===== src/rtl/fifo_wr_arbiter.sv =====
// Round-robin arbiter sharing one FIFO write port among N valid/ready producers.
// A grant lasts up to BURST beats and stalls on fifo_full. Arbitration takes 1 cycle from IDLE; re-grants from HOLD add no bubble.
module fifo_wr_arbiter #(
  parameter int N         = 4,
  parameter int DT_WIDTH  = 8,
  parameter int BURST     = 4,
  parameter int SRC_WIDTH = $clog2(N)
) (
  input  logic                    clk,
  input  logic                    rst,
  input  logic [N-1:0]            req_valid,
  input  logic [N*DT_WIDTH-1:0]   req_data,
  output logic [N-1:0]            req_ready,
  input  logic                    fifo_full,
  output logic                    fifo_wrt_en,
  output logic [DT_WIDTH-1:0]     fifo_wrt_dt,
  output logic [SRC_WIDTH-1:0]    fifo_wrt_src,
  output logic [SRC_WIDTH-1:0]    grant_id,
  output logic                    busy
);

  localparam int CW = $clog2(BURST) + 1;
  localparam logic [CW-1:0]        LAST_BEAT = CW'(BURST - 1);
  localparam logic [SRC_WIDTH-1:0] LAST_INIT = SRC_WIDTH'(N - 1);

  typedef enum logic {IDLE, HOLD} state_t;

  state_t               state, state_nxt;
  logic [SRC_WIDTH-1:0] last_id, last_nxt, grant_nxt;
  logic [CW-1:0]        beat_cnt, cnt_nxt;
  logic [SRC_WIDTH-1:0] pick, cand;
  logic                 any_valid, found, xfer, release_now;
  logic [DT_WIDTH-1:0]  req_arr [N];

  for (genvar g = 0; g < N; g++) begin : g_unpack
    assign req_arr[g] = req_data[g*DT_WIDTH +: DT_WIDTH];
  end

  assign any_valid = |req_valid;
  assign xfer      = (state == HOLD) && req_valid[grant_id] && !fifo_full;

  // Scanning from last_id+1 naturally puts the current holder last, so a lone
  // requester is re-picked while any other valid requester wins first.
  always_comb begin
    pick  = last_id;
    cand  = '0;
    found = 1'b0;
    for (int k = 1; k <= N; k++) begin
      cand = SRC_WIDTH'((int'(last_id) + k) % N);
      if (!found && req_valid[cand]) begin
        pick  = cand;
        found = 1'b1;
      end
    end
  end

  always_ff @(posedge clk or posedge rst) begin
    if (rst) begin
      state    <= IDLE;
      grant_id <= '0;
      last_id  <= LAST_INIT;
      beat_cnt <= '0;
    end else begin
      state    <= state_nxt;
      grant_id <= grant_nxt;
      last_id  <= last_nxt;
      beat_cnt <= cnt_nxt;
    end
  end

  always_comb begin
    state_nxt   = state;
    grant_nxt   = grant_id;
    last_nxt    = last_id;
    cnt_nxt     = beat_cnt;
    release_now = 1'b0;
    case (state)
      IDLE: begin
        if (any_valid) begin
          state_nxt = HOLD;
          grant_nxt = pick;
          last_nxt  = pick;
          cnt_nxt   = '0;
        end
      end
      HOLD: begin
        release_now = (xfer && beat_cnt == LAST_BEAT) || !req_valid[grant_id];
        if (release_now) begin
          if (any_valid) begin
            grant_nxt = pick;
            last_nxt  = pick;
            cnt_nxt   = '0;
          end else begin
            state_nxt = IDLE;
          end
        end else if (xfer) begin
          cnt_nxt = beat_cnt + 1'b1;
        end
      end
      default: state_nxt = IDLE;
    endcase
  end

  always_comb begin
    req_ready    = '0;
    busy         = (state == HOLD);
    fifo_wrt_en  = xfer;
    fifo_wrt_dt  = '0;
    fifo_wrt_src = '0;
    if (state == HOLD) begin
      req_ready[grant_id] = !fifo_full;
    end
    if (xfer) begin
      fifo_wrt_dt  = req_arr[grant_id];
      fifo_wrt_src = grant_id;
    end
  end

endmodule


===== config.mk =====
export PLATFORM = sky130hd
export DESIGN_NAME = fifo_wr_arbiter
export DESIGN_NICKNAME = d
export VERILOG_FILES = /design/src/rtl/fifo_wr_arbiter.sv
export SDC_FILE = /design/constraint.sdc
export NUM_CORES = 1
export LEC_CHECK = 0
export BUFFER_PORTS_ARGS = -buffer_cell sky130_fd_sc_hd__buf_2
export CAP_MARGIN = 15
export CORE_ASPECT_RATIO = 1.25
export CORE_MARGIN = 2
export CORE_UTILIZATION = 44
export CTS_CLUSTER_SIZE = 25
export DETAILED_ROUTE_END_ITERATION = 8
export PLACE_DENSITY = 0.94
export SETUP_SLACK_MARGIN = 0.4
export SLEW_MARGIN = 5
export SYNTH_ARGS = -nofsm -noshare
export SYNTH_HDL_FRONTEND = slang
export SYNTH_SLANG_ARGS = --single-unit

===== constraint.sdc =====
create_clock -name clk -period 3.1 [get_ports clk]
set_input_delay 0.62 -clock clk [delete_from_list [all_inputs] [get_ports clk]]
set_output_delay 0.62 -clock clk [all_outputs]
set_load 0.1 [all_outputs]

# Word level (Yosys, flattened, before mapping)
# Index checks and enable logic that the tools add are counted.
[classes]
n_eq_ne = 3
n_addsub = 5
reduce_logical = 14
bitwise_logic = 3
n_mux = 38
order_cmp = 7
[op_table]
columns = ["operator", "count"]
rows = [
  ["2-to-1 mux 8 bit", 3],
  ["2-to-1 mux 2 bit", 9],
  ["binary-select mux 8 bit (select 2 bit)", 1],
  ["less-than comparator 2 x 3 -> 1 bit (second input constant)", 5],
  ["2-to-1 mux 1 bit", 11],
  ["binary-select mux 1 bit (select 2 bit)", 5],
  ["2-to-1 mux 3 bit", 3],
  ["case mux 2 bit (2 select lines)", 2],
  ["logical AND 1 bit", 7],
  ["case mux 3 bit (2 select lines)", 1],
  ["zero test 1 bit", 5],
  ["adder 2 x 1 -> 2 bit (second input constant)", 2],
  ["adder 2 bit (second input constant)", 2],
  ["bitwise AND 4 bit", 1],
  ["2-to-1 mux 4 bit", 1],
  ["OR reduction 4 bit", 1],
  ["adder 3 x 1 -> 3 bit (second input constant)", 1],
  ["equality test 3 x 2 -> 1 bit (second input constant)", 1],
  [">= comparator 3 bit (second input constant)", 1],
  ["!= test 3 x 1 -> 1 bit (second input constant)", 1],
  ["NOT 2 -> 3 bit", 1],
  ["demux 1 bit (select 2 bit)", 1],
  [">= comparator 2 x 1 -> 1 bit (second input constant)", 1],
  ["!= test 2 x 1 -> 1 bit (second input constant)", 1],
  ["other kinds (3)", 3],
]
[word_totals]
register_bits = 8
inputBits = 39
wordCells = 74
out_inout_bits = 18

# Longest topological paths before layout
[logic_depth]
ltp_word = 16
depth_mapped = 6
ltp_nobuf = 5

# Worst setup path before layout
# OpenSTA, ideal clock, no wires.
[synth_timing]
path_kind = "reg2out"
start = "register grant_id[0]"
end = "output req_ready[1]"
path_stages_with_launch = 4
required_time_ns = 2.480
setup_slack_ns = -1.118
n_path_buf = 1
arrival_ns = 3.598
cell_sequence = "dfrtp_1 -> buf_2 -> inv_1 -> nor3_1"
[synth_via]
elab_chain_cells = 6
elab_cells_between_ends = 7
cone_classes = "2 x order compare; 3 x mux; 1 x bitwise; 1 x reduce/logical"
[synth_lines]
columns = ["element", "line", "source"]
rows = [
  ["from (decl)", "18", "output logic [SRC_WIDTH-1:0] grant_id,"],
  ["from (signal assigned)", "65", "grant_id <= grant_nxt;"],
  ["less-than comparator 2 x 3 -> 1 bit (implied by the code) or >= comparator 2 x 1 -> 1 bit (tied branches)", "111", "req_ready[grant_id] = !fifo_full;"],
  ["logical AND 1 bit (implied by the code)", "111", ""],
  ["2-to-1 mux 1 bit (implied by the code)", "111", ""],
  ["demux 1 bit (select 2 bit) *", "111", ""],
  ["bitwise AND 4 bit (no source line) *", "-", ""],
  ["2-to-1 mux 4 bit *", "110", "if (state == HOLD) begin"],
  ["to (decl)", "13", "output logic [N-1:0] req_ready,"],
]
# Every way passes the cells marked *; elsewhere a longest branch is shown, timed or not.

# Worst setup path after layout
[layout_timing]
start = "register grant_id[0]"
end = "output fifo_wrt_dt[0]"
[layout_via]
elab_chain_cells = 5
elab_cells_between_ends = 9
cone_classes = "6 x mux; 1 x bitwise; 2 x reduce/logical"
[layout_lines]
columns = ["element", "line", "source"]
rows = [
  ["NOT 2 -> 3 bit (implied by the code) or binary-select mux 1 bit (select 2 bit) (tied branches)", "114, 40", ""],
  ["binary-select mux 8 bit (select 2 bit) or 2-to-1 mux 1 bit (tied branches)", "114, 40", ""],
  ["2-to-1 mux 8 bit (implied by the code) or logical AND 1 bit (tied branches) (2 in series)", "114, 40", ""],
  ["2-to-1 mux 8 bit *", "113", "if (xfer) begin"],
  ["to (decl)", "16", "output logic [DT_WIDTH-1:0] fifo_wrt_dt,"],
]
# Every way passes the cells marked *; elsewhere a longest branch is shown, timed or not. The select of a mux whose other input is x is not followed.

==> impl_metrics.yaml <==
logic_synthesis:
  syn_area_per_cell_um2: 9.555
  synth.distinct_cells: 30
  synthesis.area_um2: 840.8
  netlist.area_leader.share_pct: 21.43
  synth_flop_cell: "dfrtp_1"
  synth_commonest_cells: "9 x and3_1, 9 x inv_1, 8 x mux4_2"
  ys_ff_latch: 8
  synth.area.top_cells: "mux4_2 21%, dfrtp_1 18%, mux2i_1 7.1%"
  synthCells: 88
  yosys.area.top_type: "mux4_2"
  yosysWarnings: 0
  syn-num-nets: 129
  ys_seq_area_share_pct: 24.11
  synth-async-reset-ratio_pct: 100.0
  synth-edff-count: 0
cts:
  postCtsSetupRepairBufs: 0
  htreeDepth: 1
  cts_buffers: 3
  clk_pin_slew_worst_paths_ns: 0.06
  hold_buffers: 0
  ctsResizeCount: 0
  clock_latency_ns: 0.26
  cts-root-buf: "clkbuf_4"
  tritoncts: "done"
  clk_path_buf_depth: 2
  clock-sinks: 8
worst_setup_path:
  critical_path_buf_inv_count: 2
  worstPathCellList: "mux2i_2 -> mux2i_1 -> buf_4 -> and3_2 -> buf_2"
  critPathLaunchType: "register"
  path_depth: 5
  r2r_cells: 4
  crit-reg2reg-launch: "grant_id[0]$_DFFE_PP0P_"
  critical_path.endpoint: "fifo_wrt_dt[0]"
  slowest_stage: "dfrtp_4"
  critPathLaunch: "grant_id[0]$_DFFE_PP0P_"
  r2r_slack_ns: 1.35
  critPathMaxStageDelay_ns: 0.60
  critPathKind: "register to primary output"
  crit_required_ns: 2.48
  critical_path.top_delay_family: "flip-flops"
  cp-end-kind: "primary output"
  cp_data_arrival_time_ns: 2.00
  cp_max_fo: 14
  r2r_end: "grant_id[1]$_DFFE_PP0P_"
timing:
  setup_total_negative_slack_ns: 0
  tightest_slew_ns: 0.4943
  holdWs_ns: 0.2845
  setup_viol: 0
  rsz0062_at_grt: "false"
  min_period_ns: 2.617
  slew_headroom_pct: 67.27
  maxSlewViolCount: 0
  clock_skew_ns: 0.01095
  hold_viol_final: 0
  post-route-period-util_pct: 84.43
  setup_slack_ns: 0.4825
  fmax_ghz: 0.3820
placement:
  pre_cts_slack_ns: 0.6708
  gp_congestion: 0.7595
  dpl.cell_count: 160
  hpwl_um: 2087
  io_buffers: 56
detailed_routing:
  viasPerCell: 5.689
  drt-initial-drc-count: 9
  drcViolationCount: 0
  drt_first_pass_iters: 4
  dr_total_vias: 933
  ant_nets: 0
  wl_per_cell_um: 15.93
  routed_wl_um: 2613
global_routing:
  grt-ovfl-total: 0
  antenna_found_initial: 0
  grt_usage_pct: 22.81
  grt_pass1_vias: 905
  grt_max_degree: 19
  grt_pass1_wl_um: 3898
die:
  die_w_um: 43.10
  die-area_mm2: 0.002279
  ios: 57
  placementRows: 17
  die_h_um: 52.88
  coreArea_mm2: 0.001787
  start_util_pct: 47.06
finish:
  fin_cells: 164
  nets: 187
  antenna_cells: 0
  syn_to_final_growth_pct: 50.89
  drive_gt1_share_pct: 66.21
hold_path:
  hp-class: "primary input to asynchronous set/reset pin"
power_and_ir_drop:
  ir_drop_mv: 0.8600
  power_density_mw_per_mm2: 1169
  leakagePower_uw: 0.0006467
run:
  cap_violations: 0
status:
  status: "complete, no violations"
==> worst min-delay path by stage <==
stage	from	end
final	rst	beat_cnt[2]$_DFFE_PP0P_
after global routing	rst	beat_cnt[0]$_DFFE_PP0P_
after CTS	rst	beat_cnt[0]$_DFFE_PP0P_
after detailed placement	beat_cnt[0]$_DFFE_PP0P_	beat_cnt[0]$_DFFE_PP0P_
after global placement	beat_cnt[0]$_DFFE_PP0P_	beat_cnt[0]$_DFFE_PP0P_
after floorplan	rst	beat_cnt[0]$_DFFE_PP0P_
==> per-layer routing <==
layer | vias to the layer above | global-route usage (%) | part of all wire [%]
met4 | 0 | 4.545 | 0.65
met2 | 56 | 47.01 | 56
met5 | - | 0 | 0
li1 | 439 | - | -
met1 | 436 | 21.21 | 33
met3 | 2 | 7.167 | 10
==> worst reg2reg max path, cell delays in order (launching register included) <==
cell	delay (ns)
dfrtp_4	0.60
mux2i_2	0.34
o22ai_1	0.22
a21boi_2	0.28
mux2i_1	0.23
==> cell families after synthesis <==
logic type | after synthesis | synth area share (%)
and+or+nand+nor | 34 | 22.17
AOI/OAI and AO/OA | 16 | 15.77
buffers and inverters | 14 | 6.397
muxes | 14 | 28.57
DFF | 8 | 24.11
adders and majority gates | 2 | 2.976
==> layout by cell type (no fill, tap or decap), types with 4 or more instances in the layout <==
| cell | count |
|---|---|
| and3_2 | 9 |
| buf_2 | 53 |
| clkbuf_4 | 4 |
| inv_1 | 9 |
| mux2i_1 | 4 |
| mux4_2 | 8 |
| nand2_1 | 6 |
| nand2b_1 | 4 |
==> power breakdown <==
group | total [µW] | switching, µW | internal [µW]
Clock | 85.9 | 36.6 | 49.3
Sequential | 289 | 123 | 165
Combinational | 1110 | 751 | 357
Total | 1480 | 911 | 572
==> state kept, by name, indices dropped and copies added, names as in the netlist <==
signal and flops:
beat_cnt 3, busy 1, grant_id 2, last_id 2
==> through the flow <==
step | util [%] | area (µm²) | power (µW)
floorplan | - | 902.1 | 1181
global placement | 68.84 | 1230 | 1349
detailed placement | 68.84 | 1230 | 1385
CTS | 70.31 | 1256 | 1476
global route | 71.01 | 1269 | 1566
finish | 71.01 | 1269 | 1483
==> area by class of cell <==
cell class	instances	area [µm²]
Sequential cell	8	209.0
Fill cell	146	518.0
Clock buffer	4	26.28
Multi-Input combinational cell	66	648.1
Inverter	9	33.78
Tap cell	19	23.77
Timing Repair Buffer	58	327.8
(Power assumes the default switching activity.)
